[config.mk]
export PLATFORM = sky130hd
export DESIGN_NAME = fpu_result_buffer_flat
export DESIGN_NICKNAME = d
export VERILOG_FILES = /design/src/rtl/fpu_result_buffer_if.sv /design/src/rtl/fpu_result_buffer.sv /design/src/flat_wrapper.sv
export SDC_FILE = /design/constraint.sdc
export NUM_CORES = 1
export LEC_CHECK = 0
export CORE_MARGIN = 2
export CORE_UTILIZATION = 45
export CTS_CLUSTER_SIZE = 28
export DETAILED_ROUTE_END_ITERATION = 16
export PLACE_DENSITY = 0.68
export SYNTH_ARGS = -nofsm -noshare
export SYNTH_HDL_FRONTEND = slang
export SYNTH_SLANG_ARGS = --single-unit
[constraint.sdc]
create_clock -name m_clk -period 3.05 [get_ports m_clk]
set_input_delay 0.915 -clock m_clk [delete_from_list [all_inputs] [get_ports m_clk]]
set_output_delay 0.915 -clock m_clk [all_outputs]
set_load 0.01 [all_outputs]
[src/rtl/fpu_result_buffer_if.sv]
// fpu_result_buffer_if: FPU status type plus the result/handshake bundle between CFpu, the buffer and its consumer.
package FPU_types;
  typedef enum logic [1:0] {EXACT, OVERFLOW, UNDERFLOW, INEXACT} g_eStatus;
endpackage

interface fpu_result_buffer_if #(parameter int DEPTH = 4, parameter int CNT_W = 8);
  import FPU_types::*;
  logic                   m_inValid;
  logic [31:0]            m_dataIn;
  g_eStatus               m_statusIn;
  logic                   m_inReady;
  logic                   m_outValid;
  logic                   m_outReady;
  logic [31:0]            m_dataOut;
  g_eStatus               m_statusOut;
  logic [$clog2(DEPTH):0] m_level;
  logic [2:0]             m_sticky;
  logic [CNT_W-1:0]       m_excCount;
  logic                   m_dropped;
  logic                   m_clearSticky;
  modport master (
    output m_inValid, m_dataIn, m_statusIn, m_outReady, m_clearSticky,
    input  m_inReady, m_outValid, m_dataOut, m_statusOut, m_level, m_sticky, m_excCount, m_dropped
  );
  modport slave (
    input  m_inValid, m_dataIn, m_statusIn, m_outReady, m_clearSticky,
    output m_inReady, m_outValid, m_dataOut, m_statusOut, m_level, m_sticky, m_excCount, m_dropped
  );
endinterface

[src/rtl/fpu_result_buffer.sv]
// fpu_result_buffer: FIFO of FPU results with valid/ready output, sticky exception flags and saturating exception count.
module fpu_result_buffer
  import FPU_types::*;
#(
  parameter int DEPTH = 4,
  parameter int CNT_W = 8
) (
  input logic m_clk,
  input logic m_reset,
  fpu_result_buffer_if.slave bus
);
  localparam int AW = $clog2(DEPTH);
  localparam int LW = AW + 1;
  logic [31:0]   data_q [DEPTH];
  g_eStatus      stat_q [DEPTH];
  logic [AW-1:0] wr_q, wr_d, rd_q, rd_d;
  logic [LW-1:0] level_q, level_d;
  logic [2:0]    sticky_q, sticky_d;
  logic [CNT_W-1:0] exc_q, exc_d;
  logic          drop_q, drop_d;
  logic          full, empty, push, pop, flag;
  assign full  = level_q == LW'(DEPTH);
  assign empty = level_q == '0;
  assign push  = bus.m_inValid && !full;
  assign pop   = !empty && bus.m_outReady;
  assign flag  = push && bus.m_statusIn != EXACT;
  always_comb begin
    wr_d     = push ? wr_q + 1'b1 : wr_q;
    rd_d     = pop ? rd_q + 1'b1 : rd_q;
    level_d  = level_q + LW'(push) - LW'(pop);
    sticky_d = (bus.m_clearSticky ? 3'b000 : sticky_q)
             | ({3{push}} & {bus.m_statusIn == INEXACT, bus.m_statusIn == UNDERFLOW, bus.m_statusIn == OVERFLOW});
    exc_d    = bus.m_clearSticky ? CNT_W'(flag) : (flag && exc_q != '1) ? exc_q + 1'b1 : exc_q;
    drop_d   = (bus.m_clearSticky ? 1'b0 : drop_q) | (bus.m_inValid && full);
  end
  always_ff @(posedge m_clk) begin
    if (m_reset) begin
      wr_q     <= '0;
      rd_q     <= '0;
      level_q  <= '0;
      sticky_q <= '0;
      exc_q    <= '0;
      drop_q   <= 1'b0;
    end else begin
      wr_q     <= wr_d;
      rd_q     <= rd_d;
      level_q  <= level_d;
      sticky_q <= sticky_d;
      exc_q    <= exc_d;
      drop_q   <= drop_d;
    end
  end
  // Storage needs no reset: outputs are forced to 0/EXACT whenever the FIFO is empty.
  always_ff @(posedge m_clk) begin
    if (push) begin
      data_q[wr_q] <= bus.m_dataIn;
      stat_q[wr_q] <= bus.m_statusIn;
    end
  end
  assign bus.m_inReady     = !full;
  assign bus.m_outValid    = !empty;
  assign bus.m_dataOut     = empty ? 32'h0 : data_q[rd_q];
  assign bus.m_statusOut   = empty ? EXACT : stat_q[rd_q];
  assign bus.m_level       = level_q;
  assign bus.m_sticky      = sticky_q;
  assign bus.m_excCount    = exc_q;
  assign bus.m_dropped     = drop_q;
endmodule

[src/flat_wrapper.sv]
// flat-port wrapper written by rule: the top's interface ports become plain ports
module fpu_result_buffer_flat import FPU_types::*;
#(
  parameter int DEPTH = 4,
  parameter int CNT_W = 8
)
  (m_clk, m_reset, bus_m_inValid, bus_m_dataIn, bus_m_statusIn, bus_m_outReady, bus_m_clearSticky, bus_m_inReady, bus_m_outValid, bus_m_dataOut, bus_m_statusOut, bus_m_level, bus_m_sticky, bus_m_excCount, bus_m_dropped);
  fpu_result_buffer_if #(.DEPTH(DEPTH), .CNT_W(CNT_W)) bus_i ();
  input logic m_clk;
  input logic m_reset;
  input wire logic [$bits(bus_i.m_inValid)-1:0] bus_m_inValid;
  input wire logic [$bits(bus_i.m_dataIn)-1:0] bus_m_dataIn;
  input wire logic [$bits(bus_i.m_statusIn)-1:0] bus_m_statusIn;
  input wire logic [$bits(bus_i.m_outReady)-1:0] bus_m_outReady;
  input wire logic [$bits(bus_i.m_clearSticky)-1:0] bus_m_clearSticky;
  output wire logic [$bits(bus_i.m_inReady)-1:0] bus_m_inReady;
  output wire logic [$bits(bus_i.m_outValid)-1:0] bus_m_outValid;
  output wire logic [$bits(bus_i.m_dataOut)-1:0] bus_m_dataOut;
  output wire logic [$bits(bus_i.m_statusOut)-1:0] bus_m_statusOut;
  output wire logic [$bits(bus_i.m_level)-1:0] bus_m_level;
  output wire logic [$bits(bus_i.m_sticky)-1:0] bus_m_sticky;
  output wire logic [$bits(bus_i.m_excCount)-1:0] bus_m_excCount;
  output wire logic [$bits(bus_i.m_dropped)-1:0] bus_m_dropped;
  assign bus_i.m_inValid = bus_m_inValid;
  assign bus_i.m_dataIn = bus_m_dataIn;
  assign bus_i.m_statusIn = bus_m_statusIn;
  assign bus_i.m_outReady = bus_m_outReady;
  assign bus_i.m_clearSticky = bus_m_clearSticky;
  assign bus_m_inReady = bus_i.m_inReady;
  assign bus_m_outValid = bus_i.m_outValid;
  assign bus_m_dataOut = bus_i.m_dataOut;
  assign bus_m_statusOut = bus_i.m_statusOut;
  assign bus_m_level = bus_i.m_level;
  assign bus_m_sticky = bus_i.m_sticky;
  assign bus_m_excCount = bus_i.m_excCount;
  assign bus_m_dropped = bus_i.m_dropped;
  fpu_result_buffer #(.DEPTH(DEPTH), .CNT_W(CNT_W)) u_core (.m_clk(m_clk), .m_reset(m_reset), .bus(bus_i));
endmodule
=== After elaboration in Yosys (flattened, before gate mapping) ===
Memories as Yosys holds them, arrays and structs flattened. A register that Yosys moved wholly into a read port is not among the register bits.
Cells that the tools add are included.
Widths: inputs -> output; s select.

* Memories: 2
* RAM bits: 136
* Output and inout port bits: 51
* Input bits: 39
* Logic and storage cells: 45
* Register bits: 19

* Reduce and logical (&&, ||, !) cells: 11
* Equal/unequal tests: 5
* $add $sub $neg: 5
* Muxes and demuxes: 12
* Bitwise operators: 3

{| class="wikitable"
|+ Memory list
! memory !! depth !! width !! read ports !! clocked after Yosys merged registers in !! write ports !! RTL line !! source
|-
| u_core.data_q || 4 || 32 || 1 || 1 || 1 || fpu_result_buffer.sv:14 || <nowiki>logic [31:0] data_q [DEPTH];</nowiki>
|-
| u_core.stat_q || 4 || 2 || 1 || 1 || 1 || fpu_result_buffer.sv:15 || <nowiki>g_eStatus stat_q [DEPTH];</nowiki>
|}

{| class="wikitable"
|+ Operators with widths
! cell !! count
|-
| $mux 32 || 1
|-
| $mux 2 || 5
|-
| $add 8x1->8 const B || 1
|-
| $ne 8x8->1 const B || 1
|-
| $logic_and 1x1->1 || 5
|-
| $mux 1 || 5
|-
| $add 2x1->2 const B || 2
|-
| $eq 2x2->1 const B || 2
|-
| $reduce_bool 2->1 || 2
|-
| $add 3x1->3 || 1
|-
| $and 3x3->3 || 1
|-
| $eq 3x3->1 const B || 1
|-
| $logic_not 3->1 || 1
|-
| $mux 3 || 1
|-
| $or 3x3->3 || 1
|-
| $sub 3x1->3 || 1
|-
| $eq 2x1->1 const B || 1
|-
| $logic_not 1->1 || 2
|-
| $reduce_or 2->1 || 1
|-
| $or 1x1->1 || 1
|}

=== Logic depth before layout (Yosys ltp) ===
Gate-level depths: netlist (run 1).

* Depth after elaboration: 7
* Gate-level depth with buffers: 9

=== Least setup slack after synthesis (run 1) ===
Ideal clock, no wire load.

* Path kind: register to output
* Start: register with a tool-made name
* End: output port bus_m_dataOut[10]
* Required time: 2135 ps
* Cell stages (with the launch flop): 5
* Setup slack: 744 ps
* Arrival: 1391 ps
* Buffers on the path: 2
* Cell sequence: dfxtp_1 buf_2 buf_4 mux4_2 and2_1

{| class="wikitable"
|+ RTL lines
! what !! RTL line !! source
|-
| end, declared || flat_wrapper.sv:18 || <nowiki>output wire logic [$bits(bus_i.m_dataOut)-1:0] bus_m_dataOut;</nowiki>
|}

==> results by group, run 1 <==
GRT
  • Largest net degree at the start of global routing: 22
  • Vias in the first global route: 3530
  • Congestion Overflow GR: 0
  • First-pass GRT wire length: 18400 um
  • Initial antenna violation count: 0
  • GRT Total Usage: 17.0%

Timing
  • Tcrit/Tclk final: 95.9%
  • Setup TNS: 0 ns
  • RSZ-0062 raised after global routing: no
  • Max Slew Vio Count: 0
  • Clock Skews: 0.0106 ns
  • Max-Slew Margin vs Limit: 71.0%
  • F_max: 342 MHz
  • Fin. Hold Viols: 0
  • Min Tclk post-route: 2.92 ns
  • Final setup fails: 0
  • Worst-Margin Slew: 0.433 ns

Logic synthesis
  • Synth Warn #: 0
  • Syn nets: 373
  • Cell area after synthesis: 0.00618 mm^2
  • Distinct cells, synth: 46
  • Post-synth EDFFs: 136
  • Synth async-reset ratio: 0%
  • Yosys reg bits: 157
  • Sequential area share after synthesis: 72.9%
  • Synth Instances: 326
  • Avg Cell Area, Syn: 19.0 um^2
  • Top FF cell, synth: edfxtp_1

Clocking
  • CTS Buf Count: 17
  • H-Tree Depth: 4
  • Clock Path Buffers: 2
  • CTS sink cnt: 157
  • Cts hold-fix bufs: 0
  • Root buf cell: clkbuf_16
  • Worst skew pair latency: 0.42 ns
  • Clock Pin Slew Worst Setup and Hold Paths: 0.06 ns
  • CTS tree: built

Floorplanning
  • Std cell rows: 42
  • Ports: 90
  • Core area: 0.0133 mm^2
  • Die Ht: 121 um
  • Initial core utilization: 46.3%
  • Die area: 0.0147 mm^2
  • DIE WIDTH: 121 um

Worst hold path
  • Worst Hold End: u_core.bus.m_sticky[0]
  • Hold Path Origin: u_core.bus.m_sticky[0]
  • Hold depth: 2
  • Hold Path Class: reg -> reg

Routing
  • Via count: 3354
  • Total Routed Length: 11700 um
  • Drt drc: 0
  • DR vias/cell: 5.34
  • Routed len/inst: 18.7 um
  • Antenna-violating nets left: 0
  • Iter 0 DRT Violations: 219
  • First-pass detailed-route iteration total: 4

Critical path
  • Crit Path Category: reg -> out
  • Reg-to-Reg End: u_core.bus.m_level[2]
  • Critical path startpoint category: flip-flop
  • Worst R2R Setup Slack: 0.66 ns
  • Worst path cell trace: buf_16 -> buf_4 -> mux4_2 -> and2_1 -> dlygate4sd2_1
  • R2R Path Start: u_core.bus.m_level[0]
  • WP data arrival: 2.01 ns
  • Crit Path Max Fanout: 10
  • Worst path required time: 2.13 ns
  • FF-to-FF path depth: 9
  • Setup crit end kind: output port
  • Slowest CP cell: mux4_2
  • CP peak stage delay: 0.47 ns

Place
  • Placed Instances: 592
  • IO buf count: 89
  • Routability Congestion: 0.728
  • DPL Wire Length: 7260 um

Power and ir drop
  • Pint: 4.83 mW
  • Leakage: 2.82 nW
  • Reg power frac: 41.0%
  • Comb pwr share: 29.0%
  • Peak supply drop: 397 uV
  • Clk network pwr share: 30.0%
  • Switching share of power: 26.6%
  • Tot Pwr: 6.57 mW
  • PwrDens: 826 mW/mm^2
  • Sw power: 1.75 mW

Finish
  • Share of cells above drive strength 1: 20.6%
  • Commonest non-fill, non-tap cells in the layout: 136 x edfxtp_1, 55 x clkdlybuf4s50_1, 36 x and2_1
  • # nets final: 486
  • Area grow syn2layout: 28.9%
  • Ant. Diodes: 0
  • Post-route insts no fill: 628
  • Commonest non-fill, non-tap cell in the layout: edfxtp_1

Status
  • Outcome: complete, no violations

Job
  • Max-Cap Viols: 0
==> synthesized netlist by cell type, types with 2 or more instances <==
master | number | area, um^2
o311ai_0 | 2 | 17.5
buf_2 | 3 | 15.0
clkbuf_1 | 6 | 22.5
nor2_1 | 12 | 45.0
nand2_1 | 6 | 22.5
inv_1 | 9 | 33.8
xnor2_1 | 4 | 35.0
edfxtp_1 | 136 | 4080
nor2b_1 | 2 | 12.5
and3_1 | 2 | 12.5
a31oi_1 | 2 | 12.5
and3_2 | 4 | 30.0
ha_1 | 7 | 87.6
and4_1 | 2 | 17.5
dfxtp_1 | 21 | 420
mux2i_1 | 2 | 20.0
and2_1 | 36 | 225
nand3_1 | 3 | 15.0
mux4_2 | 34 | 766
a32oi_1 | 3 | 26.3
buf_4 | 3 | 22.5
o21ai_0 | 3 | 15.0
==> worst max-delay path, delay by kind of cell (launching register included) <==
kind                   cells  cell delay (ns)
flip-flops                 1             0.41
buffers and inverters      3             0.56
AND/OR/NAND/NOR            1             0.16
multiplexers               1             0.47
==> flip-flops by register name, summed over array words and instances, names as in the netlist, named ones only <==
register / flops
u_core.bus.m_dropped: 1
u_core.wr_q: 2
u_core.stat_q: 8
u_core.data_q: 128
u_core.bus.m_excCount: 8
u_core.bus.m_sticky: 3
u_core.rd_q: 2
u_core.bus.m_level: 3
==> power by group through the flow <==
stage               Clock, mW  Sequential (mW)  Combinational, mW
floorplan                   0             2.71               1.10
global placement            0             2.72               2.03
detailed placement          0             2.73               2.05
CTS                      2.02             2.70               1.97
global route             2.10             2.72               2.08
finish                   1.97             2.70               1.91
==> logic make-up after synthesis <==
family | count (synthesis) | synth area share [%]
xor gates and xnor gates | 5 | 0.709
buffers and inverters | 24 | 1.82
AOI/OAI and AO/OA | 19 | 2.39
muxes | 36 | 12.7
and+or+nand+nor | 77 | 7.72
DFF | 157 | 72.9
adders and majority gates | 8 | 1.74
==> per-stage QoR <==
step	utilization [%]	cell area (um^2)	setup WS (ns)	hold slack, ns
2_1_floorplan	-	6180	0.744	0.485
3_3_place_gp	55.2	7370	0.302	0.486
3_5_place_dp	55.2	7370	0.281	0.475
4_1_cts	59.6	7950	0.00509	0.503
5_1_grt	59.7	7960	0.0460	0.531
6_report	59.7	7960	0.126	0.508
==> metal layers <==
metal	global-route usage (%)	part of all wire, %	vias to the layer above
met3	5.36	6.1	8
met5	0	0	-
li1	-	-	1513
met1	21.5	43	1725
met2	28.4	50	108
met4	4.74	0.89	0
==> worst max path at each step <==
| stage | start | end | slack [ns] | cells after the start |
|---|---|---|---|---|
| 3_5_place_dp | bus_m_outReady | u_core.bus.m_level[2] | 0.28 | 8 |
| 5_1_grt | flip-flop | bus_m_dataOut[13] | 0.05 | 5 |
| 2_1_floorplan | flip-flop | bus_m_dataOut[10] | 0.74 | 4 |
| 6_report | flip-flop | bus_m_dataOut[13] | 0.13 | 5 |
| 4_1_cts | flip-flop | bus_m_dataOut[20] | 0.005 | 4 |
| 3_3_place_gp | flip-flop | bus_m_dataOut[1] | 0.30 | 4 |
==> cell type report <==
class                      instances  area (um^2)
clock inverter                    12          121
timing repair buffer             108         1080
sequential                       157         4510
tap                              176          220
clock buffer                      20          437
fill                            1028         5390
inverter                          10         37.5
multi-input combinational        145         1560
==> what timing repair did <==
action,in CTS,in global routing
endpoints found under the setup margin,34,4
buffers inserted,3,0
resized for setup,35,4
gates cloned,1,0
(Power assumes the default switching activity.)
==> run 2: changes to the inputs <==
--- a/config.mk
+++ b/config.mk
@@ -5,6 +5,7 @@
 export SDC_FILE = /design/constraint.sdc
 export NUM_CORES = 1
 export LEC_CHECK = 0
+export ABC_CLOCK_PERIOD_IN_PS = 3050
 export CORE_MARGIN = 2
 export CORE_UTILIZATION = 45
 export CTS_CLUSTER_SIZE = 28
==> results of run 2 <==
Same layout as run 1: the final DEF is identical, and so are final timing and power.
